### config.mk
export PLATFORM = sky130hd
export DESIGN_NAME = enemy_formation_ctrl
export DESIGN_NICKNAME = d
export VERILOG_FILES = /design/src/rtl/formation_pkg.sv /design/src/rtl/frame_tick_sync.sv /design/src/rtl/enemy_formation_ctrl.sv
export SDC_FILE = /design/constraint.sdc
export NUM_CORES = 1
export LEC_CHECK = 0
export BUFFER_PORTS_ARGS = -buffer_cell sky130_fd_sc_hd__buf_2
export CELL_PAD_IN_SITES_DETAIL_PLACEMENT = 1
export CELL_PAD_IN_SITES_GLOBAL_PLACEMENT = 1
export CORE_MARGIN = 2
export CORE_UTILIZATION = 35
export CTS_CLUSTER_SIZE = 40
export DETAILED_ROUTE_END_ITERATION = 10
export GPL_TIMING_DRIVEN = 0
export PLACE_DENSITY_LB_ADDON = 0.08
export SLEW_MARGIN = 5
export SYNTH_ARGS = -nofsm -noshare
export SYNTH_HDL_FRONTEND = slang
export SYNTH_SLANG_ARGS = --single-unit
export TNS_END_PERCENT = 10
### constraint.sdc
create_clock -name Clk -period 1.6 [get_ports Clk]
set_clock_uncertainty 0.1 [all_clocks]
set_input_delay 0.16 -clock Clk [delete_from_list [all_inputs] [get_ports Clk]]
set_output_delay 0.16 -clock Clk [all_outputs]
set_load 0.01 [all_outputs]
### src/rtl/formation_pkg.sv
// Shared types and helpers for the enemy formation controller.
package formation_pkg;

  localparam int POS_W = 10;

  typedef enum logic [2:0] {
    ST_IDLE,
    ST_MARCH,
    ST_DESCEND,
    ST_CLEARED,
    ST_INVADED
  } formation_state_t;

  function automatic logic [3:0] max_u4(input logic [3:0] a, input logic [3:0] b);
    return (a > b) ? a : b;
  endfunction

endpackage

### src/rtl/frame_tick_sync.sv
// Brings the asynchronous frame_clk level into the pixel-clock domain and
// emits a registered one-cycle strobe on each rising edge.
module frame_tick_sync (
  input  logic clk,
  input  logic rst_n,
  input  logic frame_clk,
  output logic frame_tick
);

  logic [1:0] r_sync;
  logic       r_prev;
  logic       r_tick;

  always_ff @(posedge clk or negedge rst_n) begin
    if (!rst_n) begin
      r_sync <= '0;
      r_prev <= 1'b0;
      r_tick <= 1'b0;
    end else begin
      r_sync <= {r_sync[0], frame_clk};
      r_prev <= r_sync[1];
      r_tick <= r_sync[1] & ~r_prev;
    end
  end

  assign frame_tick = r_tick;

endmodule

### src/rtl/enemy_formation_ctrl.sv
// March/descend/wave-end controller for the enemy formation.
// Optional FORMATION_SPEEDUP_EN shortens the step period as enemies die.
module enemy_formation_ctrl
  import formation_pkg::*;
#(
  parameter int               NUM_ENEMIES = 8,
  parameter logic [POS_W-1:0] START_X     = 10'd40,
  parameter logic [POS_W-1:0] START_Y     = 10'd40,
  parameter logic [POS_W-1:0] FORM_WIDTH  = 10'd400,
  parameter logic [POS_W-1:0] LEFT_BOUND  = 10'd8,
  parameter logic [POS_W-1:0] RIGHT_BOUND = 10'd632,
  parameter logic [POS_W-1:0] STEP_DOWN   = 10'd16,
  parameter logic [POS_W-1:0] INVADE_Y    = 10'd400,
  parameter int               BASE_PERIOD = 4
) (
  input  logic             Clk,
  input  logic             Reset,
  input  logic             frame_clk,
  input  logic             start,
  input  logic             enemy_hit,
  output logic [POS_W-1:0] formation_x,
  output logic [POS_W-1:0] formation_y,
  output logic             enemy_direction_X,
  output logic             enemy_direction_Y,
  output logic             step_pulse,
  output logic             is_playing,
  output logic             delete_enemies,
  output logic             wave_cleared,
  output logic             invaded,
  output logic [5:0]       alive_count
);

  localparam logic [3:0] BASE_P = 4'(BASE_PERIOD);
  localparam logic [5:0] NUM_E  = 6'(NUM_ENEMIES);

  formation_state_t r_state, w_state_nxt;
  logic [POS_W-1:0] r_x, w_x_nxt, r_y, w_y_nxt, r_desc_cnt, w_desc_cnt_nxt;
  logic             r_dir_x, w_dir_x_nxt, r_dir_y, w_dir_y_nxt;
  logic             r_step, w_step_nxt, r_delete, w_delete_nxt;
  logic [5:0]       r_alive, w_alive_nxt;
  logic [3:0]       r_frame_cnt, w_frame_cnt_nxt, r_period, w_period_nxt;
  logic [3:0]       w_period_target;
  logic [1:0]       r_rst_sync;
  logic             w_rst_n, w_frame_tick, w_wrap, w_bounce;
  logic [POS_W:0]   w_x_step, w_y_inc;

  // Reset asserts asynchronously but releases on a clock edge.
  always_ff @(posedge Clk or negedge Reset) begin
    if (!Reset) r_rst_sync <= '0;
    else        r_rst_sync <= {r_rst_sync[0], 1'b1};
  end
  assign w_rst_n = r_rst_sync[1];

  frame_tick_sync u_frame_tick_sync (
    .clk        (Clk),
    .rst_n      (w_rst_n),
    .frame_clk  (frame_clk),
    .frame_tick (w_frame_tick)
  );

`ifdef FORMATION_SPEEDUP_EN
  always_comb begin
    w_period_target = BASE_P;
    if (r_alive <= (NUM_E >> 2))      w_period_target = 4'd1;
    else if (r_alive <= (NUM_E >> 1)) w_period_target = max_u4(4'd1, BASE_P >> 1);
  end
`else
  assign w_period_target = BASE_P;
`endif

  assign w_wrap   = w_frame_tick && (r_frame_cnt == r_period - 4'd1);
  assign w_x_step = r_dir_x ? ({1'b0, r_x} + 11'd1) : ({1'b0, r_x} - 11'd1);
  assign w_y_inc  = {1'b0, r_y} + 11'd1;
  assign w_bounce = r_dir_x ? ((w_x_step + {1'b0, FORM_WIDTH}) > {1'b0, RIGHT_BOUND})
                            : ((r_x == '0) || (w_x_step < {1'b0, LEFT_BOUND}));

  // NOTE: every always_comb target gets a default first so no latch is inferred.
  always_comb begin
    w_state_nxt     = r_state;
    w_x_nxt         = r_x;
    w_y_nxt         = r_y;
    w_dir_x_nxt     = r_dir_x;
    w_dir_y_nxt     = r_dir_y;
    w_alive_nxt     = r_alive;
    w_frame_cnt_nxt = r_frame_cnt;
    w_desc_cnt_nxt  = r_desc_cnt;
    w_period_nxt    = r_period;
    w_step_nxt      = 1'b0;
    w_delete_nxt    = 1'b0;
    case (r_state)
      ST_IDLE, ST_CLEARED, ST_INVADED: begin
        if (start) begin
          w_state_nxt     = ST_MARCH;
          w_x_nxt         = START_X;
          w_y_nxt         = START_Y;
          w_alive_nxt     = NUM_E;
          w_dir_x_nxt     = 1'b1;
          w_dir_y_nxt     = 1'b0;
          w_frame_cnt_nxt = '0;
          w_period_nxt    = BASE_P;
        end
      end
      ST_MARCH, ST_DESCEND: begin
        if (w_wrap) begin
          w_frame_cnt_nxt = '0;
          w_period_nxt    = w_period_target;
          if (r_state == ST_MARCH) begin
            if (w_bounce) begin
              w_state_nxt    = ST_DESCEND;
              w_dir_y_nxt    = 1'b1;
              w_desc_cnt_nxt = '0;
            end else begin
              w_x_nxt    = w_x_step[POS_W-1:0];
              w_step_nxt = 1'b1;
            end
          end else begin
            w_y_nxt        = w_y_inc[POS_W-1:0];
            w_step_nxt     = 1'b1;
            w_desc_cnt_nxt = r_desc_cnt + 1'b1;
            if (w_y_inc >= {1'b0, INVADE_Y}) begin
              w_state_nxt  = ST_INVADED;
              w_delete_nxt = 1'b1;
              w_dir_y_nxt  = 1'b0;
            end else if (({1'b0, r_desc_cnt} + 11'd1) == {1'b0, STEP_DOWN}) begin
              w_state_nxt = ST_MARCH;
              w_dir_y_nxt = 1'b0;
              w_dir_x_nxt = ~r_dir_x;
            end
          end
        end else if (w_frame_tick) begin
          w_frame_cnt_nxt = r_frame_cnt + 4'd1;
        end
        // Evaluated last so a clear overrides a same-cycle invasion.
        if (enemy_hit && (r_alive != '0)) begin
          w_alive_nxt = r_alive - 6'd1;
          if (r_alive == 6'd1) begin
            w_state_nxt  = ST_CLEARED;
            w_delete_nxt = 1'b1;
            w_dir_y_nxt  = 1'b0;
          end
        end
      end
      default: w_state_nxt = ST_IDLE;
    endcase
  end

  // NOTE: sequential state uses non-blocking assignments so all flops update together.
  always_ff @(posedge Clk or negedge w_rst_n) begin
    if (!w_rst_n) begin
      r_state     <= ST_IDLE;
      r_x         <= START_X;
      r_y         <= START_Y;
      r_dir_x     <= 1'b0;
      r_dir_y     <= 1'b0;
      r_alive     <= '0;
      r_frame_cnt <= '0;
      r_desc_cnt  <= '0;
      r_period    <= BASE_P;
      r_step      <= 1'b0;
      r_delete    <= 1'b0;
    end else begin
      r_state     <= w_state_nxt;
      r_x         <= w_x_nxt;
      r_y         <= w_y_nxt;
      r_dir_x     <= w_dir_x_nxt;
      r_dir_y     <= w_dir_y_nxt;
      r_alive     <= w_alive_nxt;
      r_frame_cnt <= w_frame_cnt_nxt;
      r_desc_cnt  <= w_desc_cnt_nxt;
      r_period    <= w_period_nxt;
      r_step      <= w_step_nxt;
      r_delete    <= w_delete_nxt;
    end
  end

  assign formation_x       = r_x;
  assign formation_y       = r_y;
  assign enemy_direction_X = r_dir_x;
  assign enemy_direction_Y = r_dir_y;
  assign step_pulse        = r_step;
  assign delete_enemies    = r_delete;
  assign alive_count       = r_alive;
  assign is_playing        = (r_state == ST_MARCH) || (r_state == ST_DESCEND);
  assign wave_cleared      = (r_state == ST_CLEARED);
  assign invaded           = (r_state == ST_INVADED);

endmodule

==> results.cfg <==
[timing]
worst-slew-pin-transition_ns = 1.08
fin_crit_sh = 2.28
slew_violations = 0
period_needed_ns = 3.66
setup_viol_count_final = 49
finalHoldViolCount = 0
relSlewSlack = 0.275
final.setup.worst_slack_ns = -2.06
rsz0062_at_grt = yes
fmax_ghz = 0.274
fin_tns_setup_ns = -56.82

[synth]
synth_fp_nets = 427
yosysUniqueCellTypes = 83
synth_edf_count = 0
synth_seq_cells = 53
synth_area_um2 = 3650
synth-main-ff-cell = dfrtp_1
yosysSeqAreaShare = 0.364
postSynthAreaPerCell_um2 = 9.05
syn-instance-count = 404
yosys_warnings = 0
ys_async_sr_fraction = 1.00

[clocking]
clkSinkCount = 53
path_clk_slew_ns = 0.11
cts_inserted_buffers = 5
root_buffer = clkbuf_8
cts_tree = built
htree_levels = 2
cts_buffer_depth = 2
clk_latency_ns = 0.32

[status]
status = finished, violations left
violations = negative setup slack

[global_route]
grt_usage = 0.204
grt_max_degree = 36
gr-total-overflow = 0
grt_pass1_wl_um = 18400
grt_pass1_vias = 3634
antenna_found_initial = 0

[power_and_ir_drop]
ir_drop_v = 0.000508
power_frac_seq = 0.404
p_sw_uw = 1570
p_int_uw = 2640
total_power_uw = 4210
combinationalPowerShare = 0.364
pwr_density_cell_nw_per_um2 = 832
switching_share = 0.373
leakagePower_uw = 0.00219
pwr-share-clk = 0.232

[worst_setup_path]
start_kind = register
cpPeakStageDelay_ns = 0.55
crit_buf_inv = 4
crit_required_ns = 1.71
critPathKind = reg2reg
r2r_slack_ns = -2.06
cpMostUsedCell = ha_4
end_kind = register
cp_max_fo = 7
crit_family = compound AO/OA/AOI/OAI gates
path_cells = inv_8 -> buf_8 -> ha_4 -> a211oi_4 -> or4b_4 -> o211ai_4 -> ha_4 -> nand3_4 -> nand2_4 -> nor4_2 -> and2_4 -> o311ai_4 -> a31oi_4 -> buf_12 -> buf_6 -> a221oi_2 -> o22ai_1
cp.arrival_ns = 3.76
cpMaxStageDelayCell = or4b_4

[flow_run]
maxCapViolations = 0

[routing]
drt-vias-per-instance = 5.61
drc = 0
first_pass_iters = 4
wl_per_cell_um = 18.6
finalWirelength_um = 11600
drtIter0Drc = 90
ant_nets = 0
vias = 3487

[final_layout]
layout_commonest_cell = dfrtp_1
final_nets = 508
drive_gt1_frac = 0.393
stdcell_area_um2 = 5050
area_growth_pct = 38.3
fill_cells = 1149
diodes = 0
layout_common_cells = 43 x dfrtp_1, 37 x buf_2, 32 x nor2_1, 27 x buf_4

[floorplanning]
num_rows = 37
core_um2 = 10200
fp.dieW_um = 106
ioPinCount = 38
die_area_um2 = 11300
initial_core_util = 0.357
die_h_um = 106

[placement]
dpl_cell_area_um2 = 4100
io_buffers = 37
place.gp.congestion = 0.788
pre_cts_ws_ns = -2.37
place_hpwl_um = 7470

[hold_path]
hold_path_class = in2async
-- Yosys cell counts (all sizes together), types with 4 or more instances --
library cell	instances	area share
a21o	6	0.013
a22o	4	0.0096
a221oi	4	0.0096
or4	6	0.012
o211ai	6	0.015
nor2b	4	0.0068
and2	6	0.011
clkbuf	10	0.016
inv	14	0.014
nand2	25	0.026
nand3	17	0.025
a211o	4	0.0099
nor4	5	0.0086
o21ai	39	0.053
a31oi	7	0.016
ha	17	0.058
dfstp	4	0.029
a21boi	4	0.0092
dfrtp	49	0.34
nor2	38	0.040
xor2	4	0.0096
nand2b	8	0.016
and3	10	0.018
a21oi	23	0.033
xnor2	9	0.022
nor3	14	0.019
-- stage by stage --
step / instances / hold slack (ns) / utilization
floorplan: 404 / -0.236 / -
global placement: 577 / -0.155 / 0.398
detailed placement: 578 / -0.147 / 0.400
CTS: 612 / 0.0259 / 0.468
global route: 622 / 0.0267 / 0.494
finish: 622 / 0.0355 / 0.494
-- flip-flops by register name, summed over array words and instances, names as in the netlist --
register	count
u_frame_tick_sync.r_sync	2
u_frame_tick_sync.frame_tick	1
u_frame_tick_sync.r_prev	1
r_frame_cnt	4
formation_y	10
delete_enemies	1
alive_count	6
r_desc_cnt	10
r_state	3
enemy_direction_Y	1
formation_x	10
r_rst_sync	2
step_pulse	1
enemy_direction_X	1
-- final cells by class --
class	count	area (um2)	share of cell area
multi-input combinational	324	2670	0.528
sequential	53	1340	0.265
timing repair buffer	73	522	0.103
buffer	14	174	0.0344
tap	136	170	0.0337
clock buffer	5	68.8	0.0136
inverter	14	63.8	0.0126
clock inverter	3	46.3	0.00916
-- what timing repair did --
action                                 4_1_cts  5_1_grt
pin swaps                                   24       30
setup buffers                               20       10
endpoints found under the hold margin        4        0
setup endpoints to repair                   50       50
cloned                                       2        0
hold buffers                                 4        0
gates resized for setup                     89       43
-- path summary, 6_finish.rpt --
path                                               to  depth (start not counted)                     startpoint
setup / recovery               r_state[1]$_DFFE_PN0P_                         17  enemy_direction_X$_DFFE_PN0P_
hold / removal                r_rst_sync[0]$_DFF_PN0_                          2                          Reset
setup reg to reg               r_state[1]$_DFFE_PN0P_                         17  enemy_direction_X$_DFFE_PN0P_
hold reg to reg             r_desc_cnt[6]$_DFFE_PN0P_                          0        r_rst_sync[1]$_DFF_PN0_
max in group asynchronous  formation_x[5]$_DFFE_PN1P_                          1        r_rst_sync[1]$_DFF_PN0_
min in group Clk               r_state[0]$_DFFE_PN0P_                          3                          start
-- routing by layer --
layer	GRT usage	vias to the layer above	part of all wire
met3	0.0307	16	0.020
met1	0.255	1754	0.45
met4	0.0545	0	0.017
li1	-	1681	-
met2	0.366	36	0.51
met5	0	-	0
-- power groups by stage --
stage	Sequential, uW	Combinational, uW	Clock [uW]
3_3_place_gp	1720	1120	0
2_1_floorplan	1730	743	0
5_1_grt	1730	1670	1050
6_report	1700	1530	975
3_5_place_dp	1710	1170	0
4_1_cts	1710	1450	1010
-- logic make-up after synthesis --
logic type	Yosys count	share of synthesized area
and+or+nand+nor	152	0.224
xor gates and xnor gates	13	0.0312
muxes	5	0.0157
AOI/OAI and AO/OA	134	0.261
buffers and inverters	28	0.0394
adders and majority gates	18	0.0637
other	1	0.00103
DFF	53	0.364
(Power assumes the default switching activity.)
